`src/rtl/victim_buffer_pkg.sv`:
```
// Shared types and default geometry for the dirty-line victim buffer.
// Optional feature macro: VICTIM_BUFFER_FORWARD_EN (see victim_buffer.sv).
package victim_buffer_pkg;

    typedef enum logic {
        VB_IDLE  = 1'b0,
        VB_WRITE = 1'b1
    } vbstate_t;

    localparam int PA_BITS_DEF    = 56;
    localparam int LINELEN_DEF    = 512;
    localparam int BEATLEN_DEF    = 64;
    localparam int NUMENTRIES_DEF = 4;

    localparam int LOGNE     = $clog2(NUMENTRIES_DEF);
    localparam int LOGBPL    = $clog2(LINELEN_DEF / BEATLEN_DEF);
    localparam int OFFSETLEN = $clog2(LINELEN_DEF / 8);

endpackage

```
`src/rtl/victim_buffer_match.sv`:
```
// Per-entry line-address comparators with a youngest-first one-hot select.
// Age is measured backwards from the tail pointer, so tail-1 is the newest entry.
module victim_buffer_match
    import victim_buffer_pkg::*;
#(
    parameter int NUMENTRIES = NUMENTRIES_DEF,
    parameter int TAGW       = PA_BITS_DEF - OFFSETLEN,
    parameter int PTRW       = LOGNE
) (
    input  logic [NUMENTRIES-1:0][TAGW-1:0] entryAdr,
    input  logic [NUMENTRIES-1:0]           entryValid,
    input  logic [PTRW-1:0]                 tailPtr,
    input  logic [TAGW-1:0]                 lookupTag,
    output logic                            lookupMatch,
    output logic [NUMENTRIES-1:0]           lineSel
);

    logic [NUMENTRIES-1:0] hit_s;
    logic                  found_s;
    logic [PTRW-1:0]       idx_s;

    // Raw per-entry hits on valid entries.
    always_comb begin
        hit_s = {NUMENTRIES{1'b0}};
        for (int i = 0; i < NUMENTRIES; i++) begin
            hit_s[i] = entryValid[i] & (entryAdr[i] == lookupTag);
        end
    end

    assign lookupMatch = |hit_s;

    // Walk from the newest entry to the oldest; the first hit owns the select.
    always_comb begin
        lineSel = {NUMENTRIES{1'b0}};
        found_s = 1'b0;
        idx_s   = tailPtr;
        for (int k = 1; k <= NUMENTRIES; k++) begin
            idx_s          = tailPtr - PTRW'(k);
            lineSel[idx_s] = hit_s[idx_s] & ~found_s;
            found_s        = found_s | hit_s[idx_s];
        end
    end

endmodule

```
`src/rtl/victim_buffer.sv`:
```
// Multi-entry dirty-line writeback FIFO draining as bus write bursts.
// Define VICTIM_BUFFER_FORWARD_EN to forward the youngest matching line on LookupLine.
module victim_buffer
    import victim_buffer_pkg::*;
#(
    parameter int PA_BITS    = PA_BITS_DEF,
    parameter int LINELEN    = LINELEN_DEF,
    parameter int BEATLEN    = BEATLEN_DEF,
    parameter int NUMENTRIES = NUMENTRIES_DEF
) (
    input  logic               clk,
    input  logic               reset,
    input  logic               EvictValid,
    input  logic [PA_BITS-1:0] EvictAdr,
    input  logic [LINELEN-1:0] EvictLine,
    output logic               EvictReady,
    input  logic [PA_BITS-1:0] LookupAdr,
    output logic               LookupMatch,
    output logic [LINELEN-1:0] LookupLine,
    output logic               BusWriteReq,
    output logic [PA_BITS-1:0] BusAdr,
    output logic [BEATLEN-1:0] BusWriteData,
    input  logic               BusBeatAck,
    input  logic               FlushReq,
    output logic               FlushDone,
    output logic               Empty,
    output logic               Full
);

    localparam int PTRW  = $clog2(NUMENTRIES);
    localparam int BEATS = LINELEN / BEATLEN;
    localparam int BEATW = $clog2(BEATS);
    localparam int OFFW  = $clog2(LINELEN / 8);
    localparam int TAGW  = PA_BITS - OFFW;

    logic [PTRW-1:0]                     headPtr_r, tailPtr_r;
    logic [PTRW:0]                       count_r;
    logic [BEATW-1:0]                    beatCount_r;
    vbstate_t                            state_r, stateNext_s;
    logic [NUMENTRIES-1:0][TAGW-1:0]     adrMem_r;
    logic [NUMENTRIES-1:0][LINELEN-1:0]  lineMem_r;
    logic [NUMENTRIES-1:0]               entryValid_s, lineSel_s;
    logic [BEATS-1:0][BEATLEN-1:0]       headBeats_s;
    logic full_s, empty_s, push_s, pop_s, lastBeat_s, unusedOffset_s;

    assign full_s     = (count_r == (PTRW+1)'(NUMENTRIES));
    assign empty_s    = (count_r == (PTRW+1)'(0));
    assign push_s     = EvictValid & ~full_s;
    assign lastBeat_s = (beatCount_r == BEATW'(BEATS - 1));
    assign pop_s      = (state_r == VB_WRITE) & BusBeatAck & lastBeat_s;

    // FIFO pointers and occupancy.
    always_ff @(posedge clk) begin
        if (reset) begin
            headPtr_r <= {PTRW{1'b0}};
            tailPtr_r <= {PTRW{1'b0}};
            count_r   <= {(PTRW+1){1'b0}};
        end else begin
            if (push_s) tailPtr_r <= tailPtr_r + PTRW'(1);
            if (pop_s)  headPtr_r <= headPtr_r + PTRW'(1);
            count_r <= count_r + {{PTRW{1'b0}}, push_s} - {{PTRW{1'b0}}, pop_s};
        end
    end

    // Entry storage; the head is safe because a push is refused while full.
    always_ff @(posedge clk) begin
        if (push_s) begin
            adrMem_r[tailPtr_r]  <= EvictAdr[PA_BITS-1:OFFW];
            lineMem_r[tailPtr_r] <= EvictLine;
        end
    end

    // Drain state register.
    always_ff @(posedge clk) begin
        if (reset) state_r <= VB_IDLE;
        else       state_r <= stateNext_s;
    end

    // Drain next-state: IDLE always lasts one cycle between bursts.
    always_comb begin
        stateNext_s = state_r;
        case (state_r)
            VB_IDLE:  if (!empty_s) stateNext_s = VB_WRITE; else stateNext_s = VB_IDLE;
            VB_WRITE: if (pop_s)    stateNext_s = VB_IDLE;  else stateNext_s = VB_WRITE;
            default:  stateNext_s = VB_IDLE;
        endcase
    end

    // Beat counter within the current burst.
    always_ff @(posedge clk) begin
        if (reset) begin
            beatCount_r <= {BEATW{1'b0}};
        end else if ((state_r == VB_WRITE) && BusBeatAck) begin
            beatCount_r <= lastBeat_s ? {BEATW{1'b0}} : beatCount_r + BEATW'(1);
        end
    end

    // An entry is valid when its distance from the head is below the count.
    always_comb begin
        entryValid_s = {NUMENTRIES{1'b0}};
        for (int i = 0; i < NUMENTRIES; i++) begin
            entryValid_s[i] = ({1'b0, PTRW'(PTRW'(i) - headPtr_r)} < count_r);
        end
    end

    victim_buffer_match #(
        .NUMENTRIES (NUMENTRIES),
        .TAGW       (TAGW),
        .PTRW       (PTRW)
    ) u_match (
        .entryAdr    (adrMem_r),
        .entryValid  (entryValid_s),
        .tailPtr     (tailPtr_r),
        .lookupTag   (LookupAdr[PA_BITS-1:OFFW]),
        .lookupMatch (LookupMatch),
        .lineSel     (lineSel_s)
    );

`ifdef VICTIM_BUFFER_FORWARD_EN
    // One-hot forwarding mux.
    always_comb begin
        LookupLine = {LINELEN{1'b0}};
        for (int i = 0; i < NUMENTRIES; i++) begin
            LookupLine = LookupLine | ({LINELEN{lineSel_s[i]}} & lineMem_r[i]);
        end
    end
`else
    logic unusedSel_s;
    assign unusedSel_s = ^lineSel_s;
    assign LookupLine  = {LINELEN{1'b0}};
`endif

    assign unusedOffset_s = ^{EvictAdr[OFFW-1:0], LookupAdr[OFFW-1:0]};
    assign headBeats_s    = lineMem_r[headPtr_r];
    assign BusWriteData   = headBeats_s[beatCount_r];
    assign BusAdr         = {adrMem_r[headPtr_r], {OFFW{1'b0}}};
    assign BusWriteReq    = (state_r == VB_WRITE);
    assign EvictReady     = ~full_s;
    assign Empty          = empty_s;
    assign Full           = full_s;
    assign FlushDone      = FlushReq & empty_s;

endmodule

```
`config.mk`:
```
export PLATFORM = sky130hd
export DESIGN_NAME = victim_buffer
export DESIGN_NICKNAME = d
export VERILOG_FILES = /design/src/rtl/victim_buffer_pkg.sv /design/src/rtl/victim_buffer_match.sv /design/src/rtl/victim_buffer.sv
export SDC_FILE = /design/constraint.sdc
export NUM_CORES = 2
export LEC_CHECK = 0
export ABC_AREA = 1
export ABC_CLOCK_PERIOD_IN_PS = 35300
export CAP_MARGIN = 15
export CORE_AREA = 4 4 487 489
export DETAILED_ROUTE_END_ITERATION = 8
export DIE_AREA = 0 0 491 493
export PLACE_DENSITY = 0.74
export SYNTH_ARGS = -nofsm -noshare
export SYNTH_HDL_FRONTEND = slang
export SYNTH_HIERARCHICAL = 1
export SYNTH_SLANG_ARGS = --single-unit
```
`constraint.sdc`:
```
create_clock -name clk -period 35.3 [get_ports clk]
set_clock_uncertainty 0.05 [all_clocks]
set_input_delay 3.53 -clock clk [delete_from_list [all_inputs] [get_ports clk]]
set_output_delay 3.53 -clock clk [all_outputs]
set_load 0.005 [all_outputs]
```
==> impl_metrics.ini <==
[finish]
final_area_um2 = 115000
area_delta_synth_final_pct = 15.4
drive_gt1_frac = 0.0473
fill_cells = 20000
final_nets = 10800

[clock_tree]
cts_max_level = 4
clock_latency_ps = 830
cts_tree = yes
ctsRootBufferMaster = clkbuf_16
hold_buffers = 0
clock_sinks = 2259
post_cts_buffers = 0
post_cts_resized = 0
path_clk_slew_ps = 60
cts_buffers = 228
clk_path_buf_depth = 3

[global_routing]
use_met2 = 0.399
grt_pass1_wl_um = 449000
antenna_found_initial = 158
use_met3 = 0.0684
grt.busiest_layer = met2
grt_max_degree = 222
grt_usage = 0.255
grt_pass1_vias = 64600
grt-ovfl-total = 0
met1_usage = 0.316

[power]
pwr-share-comb = 0.129
vdd_drop_max_uv = 51.4
internal_power_mw = 4.78
clkPwrFrac = 0.372
power_density_nw_per_um2 = 56.2
p_seq_frac = 0.500
switchingPower_mw = 1.68
swShare = 0.260
leakage_nw = 45.8

[synthesis]
yosys_warnings = 6
synth_area_um2 = 99700
syn_avg_cell_area_um2 = 10.4
netlist_instances = 9587

[critical_path]
critPathCaptureType = output pin
r2r_start = count_r[1]$_SDFF_PP0_
crit_family = buffers and inverters
slowest_delay_ps = 950
slowest_stage = buf_4
critPathMaxFanout = 177
path_cells = inv_16, buf_4, buf_4, buf_4, buf_4, nand2_1, nand2_1, nand2_1, nand3_1, nand3_1, nand2_1, nand2_1, nand2_1, clkdlybuf4s50_1
crit_buf_inv = 6
crit_required_ps = 31720
crit_top_cell = nand2_1
arrival_ps = 7670
critical_path_depth = 14
start_kind = flip-flop
path_class = reg2out
timing.reg2reg.setup_slack_ps = 29140
r2r_cells = 9
timing.rr.end = lineMem_r[1963]$_DFFE_PP_

[detailed_routing]
first_iter_violations = 7414
dr.pass1.iters = 6
finalWirelength_um = 323000
wl_per_cell_um = 23.9
vias_per_cell = 5.16
ant_nets = 0
vias = 69700
drc = 0

[timing]
maxSlewViolCount = 0
min_period_ps = 11250
period_share = 0.319
rsz0062_at_grt = no
setup_violations = 0
totalNegativeSetupSlack_ps = 0
slew_headroom = 0.200
fmax_mhz = 88.9
finalHoldViolCount = 0
tightest_slew_ps = 1200

[die]
coreArea_um2 = 232000
die_x_um = 491
initial_core_util = 0.429
rows = 177
dieHeight_um = 493
fp.dieArea_um2 = 242000
io_pins = 1267

[min_path]
holdCritStartpoint = BusWriteReq$_SDFF_PP0_
min_path_cells = 2
worst_hold_path_type = reg2reg
holdPathEnd = BusWriteReq$_SDFF_PP0_

[placed_design]
io_buffers = 736
gp_congestion = 0.891
place_area_um2 = 107000
dpl.hpwl_um = 211000

[job]
max_cap_violations = 0

[outcome]
status = finished clean
==> registers in the layout, indices dropped and copies added, names as in the netlist <==
register / count
count_r: 3
lineMem_r: 2048
tailPtr_r: 2
headPtr_r: 2
BusWriteReq: 1
beatCount_r: 3
adrMem_r: 200
==> power groups by stage <==
stage                     sequential, mW  clock (mW)  combinational, mW
after CTS                           3.23        2.43              0.837
after global routing                3.24        2.54              0.890
after global placement              3.27           0              0.824
after floorplan                     3.46           0              0.394
final                               3.23        2.40              0.831
after detailed placement            3.28           0              0.833
==> layout make-up <==
type	instances	area, µm²	share of cell area
clock buffers	279	5900	0.0513
clock inverters	138	1570	0.0136
repair buffers	826	8170	0.0711
diodes	95	238	0.00207
multi-input cells	6565	26400	0.230
inverters	295	1150	0.00997
well taps	3043	3810	0.0331
flip-flops and latches	2259	67700	0.589
==> layer usage <==
layer,up-vias,share of wire,routed length [µm]
li1,32000,-,-
met3,682,0.097,31500
met2,3496,0.46,150000
met4,98,0.065,21100
met1,33400,0.37,120000
met5,-,0.0018,586
==> through the flow <==
step                      power [mW]  std cells  setup WS, ps  hold WS, ps   util
after global routing            6.67      13500         23690          446  0.494
after detailed placement        4.11      13000         24940          417  0.462
after CTS                       6.49      13400         23990          426  0.494
after global placement          4.10      13000         25040          410  0.462
final                           6.46      13500         24050          424  0.495
after floorplan                 3.86      10100          6780          407      -
==> layout by cell type (no fill, tap or decap), types with 4 or more instances in the layout <==
master and n:
clkinv_2 43, inv_2 48, a21oi_1 66, diode_2 95, xnor2_1 9, nand2_2 6, nor3_1 4, buf_4 80
dfxtp_4 5, nor2_1 109, o21ai_0 10, nand4_1 14, clkinv_1 45, clkinvlp_4 7, nor2_2 4, edfxtp_1 2248
clkinv_16 11, ha_1 11, bufinv_16 23, and2_1 4, buf_12 10, a22oi_1 50, clkdlybuf4s50_1 736, dfxtp_1 6
clkbuf_16 228, nand3_1 905, conb_1 518, clkbuf_1 51, nor2_4 7, nand2_1 4835, inv_1 241, inv_6 5
==> worst min-delay path, cell delays in order (launching register included) <==
cell	delay (ps)
dfxtp_1	320
inv_1	50
a21oi_1	50
==> how the worst max path moves through the flow <==
stage / to / from / slack, ps
3_3_place_gp: BusWriteData[8] / headPtr_r[0]$_SDFFE_PP0P_ / 25040
2_1_floorplan: adrMem_r[0]$_DFFE_PP_ / EvictValid / 6780
5_1_grt: BusWriteData[8] / headPtr_r[0]$_SDFFE_PP0P_ / 23690
4_1_cts: BusWriteData[8] / headPtr_r[0]$_SDFFE_PP0P_ / 23990
3_5_place_dp: BusWriteData[8] / headPtr_r[0]$_SDFFE_PP0P_ / 24940
6_report: BusWriteData[8] / headPtr_r[0]$_SDFFE_PP0P_ / 24050
(Power assumes the default switching activity.)
